`src/rtl/core_mem_pkg.sv`:
```
// Shared types and constants for the core memory-port arbiter.
package core_mem_pkg;

  typedef enum logic [1:0] {
    ST_IDLE = 2'd0,
    ST_CMD  = 2'd1,
    ST_RESP = 2'd2
  } state_e;

  typedef logic gnt_t;

  localparam gnt_t GNT_I = 1'b0;
  localparam gnt_t GNT_D = 1'b1;

  // Read data returned when the downstream side never answers.
  localparam logic [31:0] TIMEOUT_FILL = 32'hDEAD_BEEF;

  // The port that did not win the previous grant.
  function automatic gnt_t other_port(input gnt_t g);
    return (g == GNT_I) ? GNT_D : GNT_I;
  endfunction

endpackage

```
`src/rtl/rr_arb2.sv`:
```
// Two-way round-robin picker: alternates on contention, otherwise grants the lone requester.
module rr_arb2
  import core_mem_pkg::*;
(
  input  logic i_req_i,
  input  logic d_req_i,
  input  gnt_t last_i,
  output gnt_t gnt_c_o
);

  // Both asking: the port not served last wins; single request wins outright.
  always_comb begin
    gnt_c_o = GNT_I;
    if (i_req_i && d_req_i) begin
      gnt_c_o = other_port(last_i);
    end else if (d_req_i) begin
      gnt_c_o = GNT_D;
    end
  end

endmodule

```
`src/rtl/core_mem_arbiter.sv`:
```
// Shares one downstream memory channel between the fetch (read-only) and data ports.
// One transaction in flight; IDLE -> CMD -> RESP. Optional CMD watchdog and ERR
// output are enabled by the CORE_MEM_TIMEOUT_EN macro.
module core_mem_arbiter
  import core_mem_pkg::*;
#(
  parameter int unsigned ADDR_WIDTH     = 32,
  parameter int unsigned DATA_WIDTH     = 32,
  parameter int unsigned TIMEOUT_CYCLES = 1024
) (
  input  logic                    CCLK,
  input  logic                    CRST,
  input  logic                    I_REQ,
  input  logic [ADDR_WIDTH-1:0]   I_ADDR,
  output logic                    I_ACK,
  output logic [DATA_WIDTH-1:0]   I_RDATA,
  input  logic                    D_REQ,
  input  logic                    D_WE,
  input  logic [ADDR_WIDTH-1:0]   D_ADDR,
  input  logic [DATA_WIDTH-1:0]   D_WDATA,
  input  logic [DATA_WIDTH/8-1:0] D_STRB,
  output logic                    D_ACK,
  output logic [DATA_WIDTH-1:0]   D_RDATA,
  output logic                    M_REQ,
  output logic                    M_WE,
  output logic [ADDR_WIDTH-1:0]   M_ADDR,
  output logic [DATA_WIDTH-1:0]   M_WDATA,
  output logic [DATA_WIDTH/8-1:0] M_STRB,
  input  logic                    M_ACK,
  input  logic [DATA_WIDTH-1:0]   M_RDATA,
`ifdef CORE_MEM_TIMEOUT_EN
  output logic                    ERR,
`endif
  output logic                    MEM_WAIT
);

  localparam int unsigned STRB_WIDTH = DATA_WIDTH / 8;

  state_e                  state_q;
  gnt_t                    gnt_q;
  gnt_t                    last_q;
  gnt_t                    pick_c;
  logic                    m_req_q;
  logic                    m_we_q;
  logic [ADDR_WIDTH-1:0]   m_addr_q;
  logic [DATA_WIDTH-1:0]   m_wdata_q;
  logic [STRB_WIDTH-1:0]   m_strb_q;
  logic                    i_ack_q;
  logic                    d_ack_q;
  logic [DATA_WIDTH-1:0]   i_rdata_q;
  logic [DATA_WIDTH-1:0]   d_rdata_q;

`ifdef CORE_MEM_TIMEOUT_EN
  localparam int unsigned CNT_W = $clog2(TIMEOUT_CYCLES + 1);
  logic [CNT_W-1:0] cnt_q;
  logic             err_q;
`else
  // Watchdog limit has no hardware when the timeout feature is off.
  if (TIMEOUT_CYCLES == 0) begin : g_timeout_unused
  end
`endif

  rr_arb2 u_arb (
    .i_req_i (I_REQ),
    .d_req_i (D_REQ),
    .last_i  (last_q),
    .gnt_c_o (pick_c)
  );

  // Transaction sequencer: grant, hold command until completion, pulse the ACK.
  always_ff @(posedge CCLK or posedge CRST) begin
    if (CRST) begin
      state_q   <= ST_IDLE;
      gnt_q     <= GNT_I;
      last_q    <= GNT_D;
      m_req_q   <= 1'b0;
      m_we_q    <= 1'b0;
      m_addr_q  <= '0;
      m_wdata_q <= '0;
      m_strb_q  <= '0;
      i_ack_q   <= 1'b0;
      d_ack_q   <= 1'b0;
      i_rdata_q <= '0;
      d_rdata_q <= '0;
`ifdef CORE_MEM_TIMEOUT_EN
      cnt_q     <= '0;
      err_q     <= 1'b0;
`endif
    end else begin
      i_ack_q <= 1'b0;
      d_ack_q <= 1'b0;
`ifdef CORE_MEM_TIMEOUT_EN
      err_q   <= 1'b0;
`endif
      case (state_q)
        ST_IDLE: begin
          if (I_REQ || D_REQ) begin
            gnt_q   <= pick_c;
            m_req_q <= 1'b1;
            state_q <= ST_CMD;
`ifdef CORE_MEM_TIMEOUT_EN
            cnt_q   <= '0;
`endif
            if (pick_c == GNT_I) begin
              m_we_q    <= 1'b0;
              m_addr_q  <= I_ADDR;
              m_wdata_q <= '0;
              m_strb_q  <= '0;
            end else begin
              m_we_q    <= D_WE;
              m_addr_q  <= D_ADDR;
              m_wdata_q <= D_WDATA;
              m_strb_q  <= D_STRB;
            end
          end
        end
        ST_CMD: begin
          if (M_ACK) begin
            m_req_q <= 1'b0;
            state_q <= ST_RESP;
            if (gnt_q == GNT_I) begin
              i_ack_q   <= 1'b1;
              i_rdata_q <= M_RDATA;
            end else begin
              d_ack_q   <= 1'b1;
              d_rdata_q <= m_we_q ? '0 : M_RDATA;
            end
          end
`ifdef CORE_MEM_TIMEOUT_EN
          else if (cnt_q == CNT_W'(TIMEOUT_CYCLES - 1)) begin
            m_req_q <= 1'b0;
            state_q <= ST_RESP;
            err_q   <= 1'b1;
            if (gnt_q == GNT_I) begin
              i_ack_q   <= 1'b1;
              i_rdata_q <= DATA_WIDTH'(TIMEOUT_FILL);
            end else begin
              d_ack_q   <= 1'b1;
              d_rdata_q <= DATA_WIDTH'(TIMEOUT_FILL);
            end
          end else begin
            cnt_q <= cnt_q + CNT_W'(1);
          end
`endif
        end
        ST_RESP: begin
          last_q  <= gnt_q;
          state_q <= ST_IDLE;
        end
        default: state_q <= ST_IDLE;
      endcase
    end
  end

  assign I_ACK    = i_ack_q;
  assign I_RDATA  = i_rdata_q;
  assign D_ACK    = d_ack_q;
  assign D_RDATA  = d_rdata_q;
  assign M_REQ    = m_req_q;
  assign M_WE     = m_we_q;
  assign M_ADDR   = m_addr_q;
  assign M_WDATA  = m_wdata_q;
  assign M_STRB   = m_strb_q;
`ifdef CORE_MEM_TIMEOUT_EN
  assign ERR      = err_q;
`endif

  // Stall the core while any requester is still waiting for its ACK.
  assign MEM_WAIT = (I_REQ & ~i_ack_q) | (D_REQ & ~d_ack_q);

endmodule

```
`config.mk`:
```
export PLATFORM = sky130hd
export DESIGN_NAME = core_mem_arbiter
export DESIGN_NICKNAME = d
export VERILOG_FILES = /design/src/rtl/core_mem_pkg.sv /design/src/rtl/rr_arb2.sv /design/src/rtl/core_mem_arbiter.sv
export SDC_FILE = /design/constraint.sdc
export NUM_CORES = 1
export LEC_CHECK = 0
export ABC_AREA = 1
export BUFFER_PORTS_ARGS = -buffer_cell sky130_fd_sc_hd__clkbuf_2
export CAP_MARGIN = 20
export CORE_AREA = 8 8 123 125
export CTS_CLUSTER_SIZE = 14
export DETAILED_ROUTE_END_ITERATION = 10
export DIE_AREA = 0 0 131 133
export GPL_ROUTABILITY_DRIVEN = 0
export PLACE_DENSITY = 0.87
export SLEW_MARGIN = 5
export SYNTH_ARGS = -nofsm -noshare
export SYNTH_HDL_FRONTEND = slang
export SYNTH_SLANG_ARGS = --single-unit
```
`constraint.sdc`:
```
create_clock -name CCLK -period 5.1 [get_ports CCLK]
set_input_delay 0.51 -clock CCLK [delete_from_list [all_inputs] [get_ports CCLK]]
set_output_delay 0.51 -clock CCLK [all_outputs]
set_load 0.05 [all_outputs]
```
==> flow_metrics.py <==
metrics = {
    "grt": {
        "grt.busiest_layer": "met2",
        "use_met1_pct": 26.0,
        "groute.layer.met3.usage_pct": 5.75,
        "grtUsageMet2_pct": 33.2,
        "grt_pass1_vias": 5586,
        "grt_use_total_pct": 20.9,
        "grt_pass1_wl_um": 28600,
        "antenna_found_initial": 1,
        "overflow": 0,
        "grt_max_degree": 101,
    },
    "power": {
        "netSwitchingFraction_pct": 52.5,
        "vdd_drop_max_uv": 544,
        "p_seq_share_pct": 28.8,
        "clkPwrFrac_pct": 19.9,
        "p_switching_mw": 3.56,
        "p_leak_nw": 4.97,
        "pwr-share-comb_pct": 51.3,
        "p_total_mw": 6.78,
        "intPower_mw": 3.22,
        "powerDensity_nw_per_um2": 833,
    },
    "sta": {
        "slew_violations": 0,
        "period_share_pct": 44.7,
        "worstMarginPinSlew_ns": 1.07,
        "setup_violations": 0,
        "fin_worst_skew_ns": 0.00736,
        "layout_min_cycle_time_ns": 2.28,
        "layout_setup_ws_ns": 2.82,
        "rsz0062_at_grt": "false",
        "max_freq_mhz": 439,
        "hold_violations": 0,
        "fin_tns_setup_ns": 0,
        "relSlewSlack_pct": 28.7,
    },
    "synthesis": {
        "syn-num-nets": 881,
        "synthTopCellsByArea": "dfrtp_1 (58%), nand2_1 (21%), nand3_1 (11%)",
        "synth.yosys.warnings": 0,
        "syn-cell-area_um2": 6010,
        "synth_flop_cell": "dfrtp_1",
        "yosysMostFrequentCell": "nand2_1",
        "synth_area_leader_cell": "dfrtp_1",
        "synth_cell_types": 17,
        "syn_avg_cell_area_um2": 8.09,
        "synthCells": 743,
        "ys_seq_area_share_pct": 58.3,
        "synth-edff-count": 0,
        "synth_top_area_share_pct": 57.9,
        "ys_async_sr_fraction_pct": 100,
        "synth-seq-cells": 140,
        "yosys-top-cells-count": "nand2_1 (339), dfrtp_1 (139), nand3_1 (133)",
    },
    "clock_network": {
        "hold_buffers": 0,
        "clk_root_buffer_cell": "clkbuf_16",
        "cts_made_buffers": 17,
        "cts_sinks": 140,
        "h-tree-depth": 4,
        "clock_latency_ns": 0.41,
        "cts_max_path_buffers": 2,
        "cts.clk_slew.worst_paths_ns": 0.06,
        "post_cts_buffers": 0,
        "cts_resized": 0,
        "cts_tree": "yes",
    },
    "layout": {
        "nets": 1138,
        "syn2layout_area_growth_pct": 35.4,
        "utilization_pct": 62.2,
        "drive_gt1_share_pct": 31.7,
        "design_area_um2": 8140,
    },
    "worst_hold_path": {
        "holdCritPathClass": "in2async",
    },
    "detailed_routing": {
        "antenna_left": 0,
        "drt_first_pass_iters": 7,
        "num_vias": 5779,
        "avgRoutedWirePerCell_um": 15.4,
        "drtIter0Drc": 394,
        "wirelength_um": 18300,
        "drc": 0,
        "via_per_inst": 4.86,
    },
    "critical_path": {
        "cp-end-kind": "register",
        "slowest_delay_ns": 0.68,
        "crit_fanout": 38,
        "arrival_ns": 2.62,
        "cp_slowest_cell": "inv_2",
        "crit_chain": "clkbuf_2 > nand2_2 > inv_2 > nand3_1 > nand2_1",
        "start_kind": "input pin",
        "worst-setup-path-type": "in2reg",
        "required_ns": 5.44,
    },
    "run": {
        "drv_cap": 0,
    },
    "floorplan": {
        "initial_utilization_pct": 45.9,
        "core_area_um2": 13100,
        "die_w_um": 131,
        "core.rowCount": 42,
        "ioPinCount": 275,
        "die_h_um": 133,
        "dieArea_um2": 17400,
    },
    "placement": {
        "place_area_um2": 7430,
        "dp_hpwl_um": 13300,
        "io_buffers": 274,
        "pre_cts_ws_ns": 2.48,
    },
    "status": {
        "outcome": "finished, final reports clean",
    },
}
logic make-up (layout without fill, tap and decap cells):
kind of cell	Yosys count	in the layout	share of synthesized area (%)
flip-flops	140	140	58.3
AND/OR/NAND/NOR	479	479	32.9
other	0	1	0
AO/OA/AOI/OAI	5	5	0.437
buffers and inverters	119	389	8.35
placed cells by master, fill, tap and decap left out, drive strengths merged:
| cell type | Yosys | layout |
|---|---|---|
| clkinvlp | 0 | 4 |
| diode | 0 | 1 |
| o21ai | 4 | 4 |
| clkinv | 0 | 3 |
| o22ai | 1 | 1 |
| buf | 36 | 7 |
| dfrtp | 139 | 139 |
| clkbuf | 7 | 293 |
| nand2 | 340 | 340 |
| bufinv | 0 | 5 |
| dfstp | 1 | 1 |
| nand3 | 133 | 133 |
| inv | 76 | 77 |
| nor2 | 6 | 6 |
final cells by class:
cell class	instances	area, um^2
Antenna cell	1	2.50
Clock buffer	19	443
Clock inverter	13	215
Fill cell	1112	4950
Inverter	76	290
Multi-Input combinational cell	484	2010
Sequential cell	140	3500
Tap cell	176	220
Timing Repair Buffer	281	1460
worst max-delay path: cells and delay by family:
kind | cells | cell delay, ns
buffers and inverters | 2 | 1.24
and+or+nand+nor | 3 | 0.84
worst paths after layout:
kind	from	to	slack (ns)	depth (start not counted)
max reg2reg	last_q	M_WDATA[21]	2.88	6
min in group CCLK	M_RDATA[27]	I_RDATA[27]	0.31	3
min	CRST	M_WDATA[1]	0.28	2
max in group asynchronous	CRST	last_q	3.71	3
min reg2reg	I_RDATA[25]	I_RDATA[25]	0.48	2
max	D_REQ	M_WDATA[21]	2.82	5
per-layer routing:
metal | up-vias | part of all wire (%) | wire length, um
met5 | - | 0 | 0
met4 | 0 | 2.5 | 459
met3 | 34 | 9.1 | 1660
met2 | 264 | 48 | 8860
met1 | 2674 | 40 | 7340
li1 | 2807 | - | -
through the flow:
stage               hold slack, ns  cells
finish                       0.282   1190
global route                 0.298   1190
CTS                          0.294   1187
detailed placement           0.465   1155
global placement             0.462   1155
floorplan                    0.465    743
power by group through the flow:
stage	clock network, mW	logic, mW	registers, mW
after floorplan	0	0.845	3.70
after CTS	1.37	3.49	1.95
after detailed placement	0	3.48	1.95
after global placement	0	3.42	1.94
after global routing	1.43	3.70	2.01
final	1.35	3.48	1.95
registers in the layout, summed over array words and instances, names as in the netlist:
signal   count
M_STRB       4
D_RDATA     32
M_WDATA     32
last_q       1
I_RDATA     32
D_ACK        1
M_WE         1
M_ADDR      32
M_REQ        1
I_ACK        1
state_q      2
gnt_q        1
No activity file was read; power rests on OpenSTA's default activity.
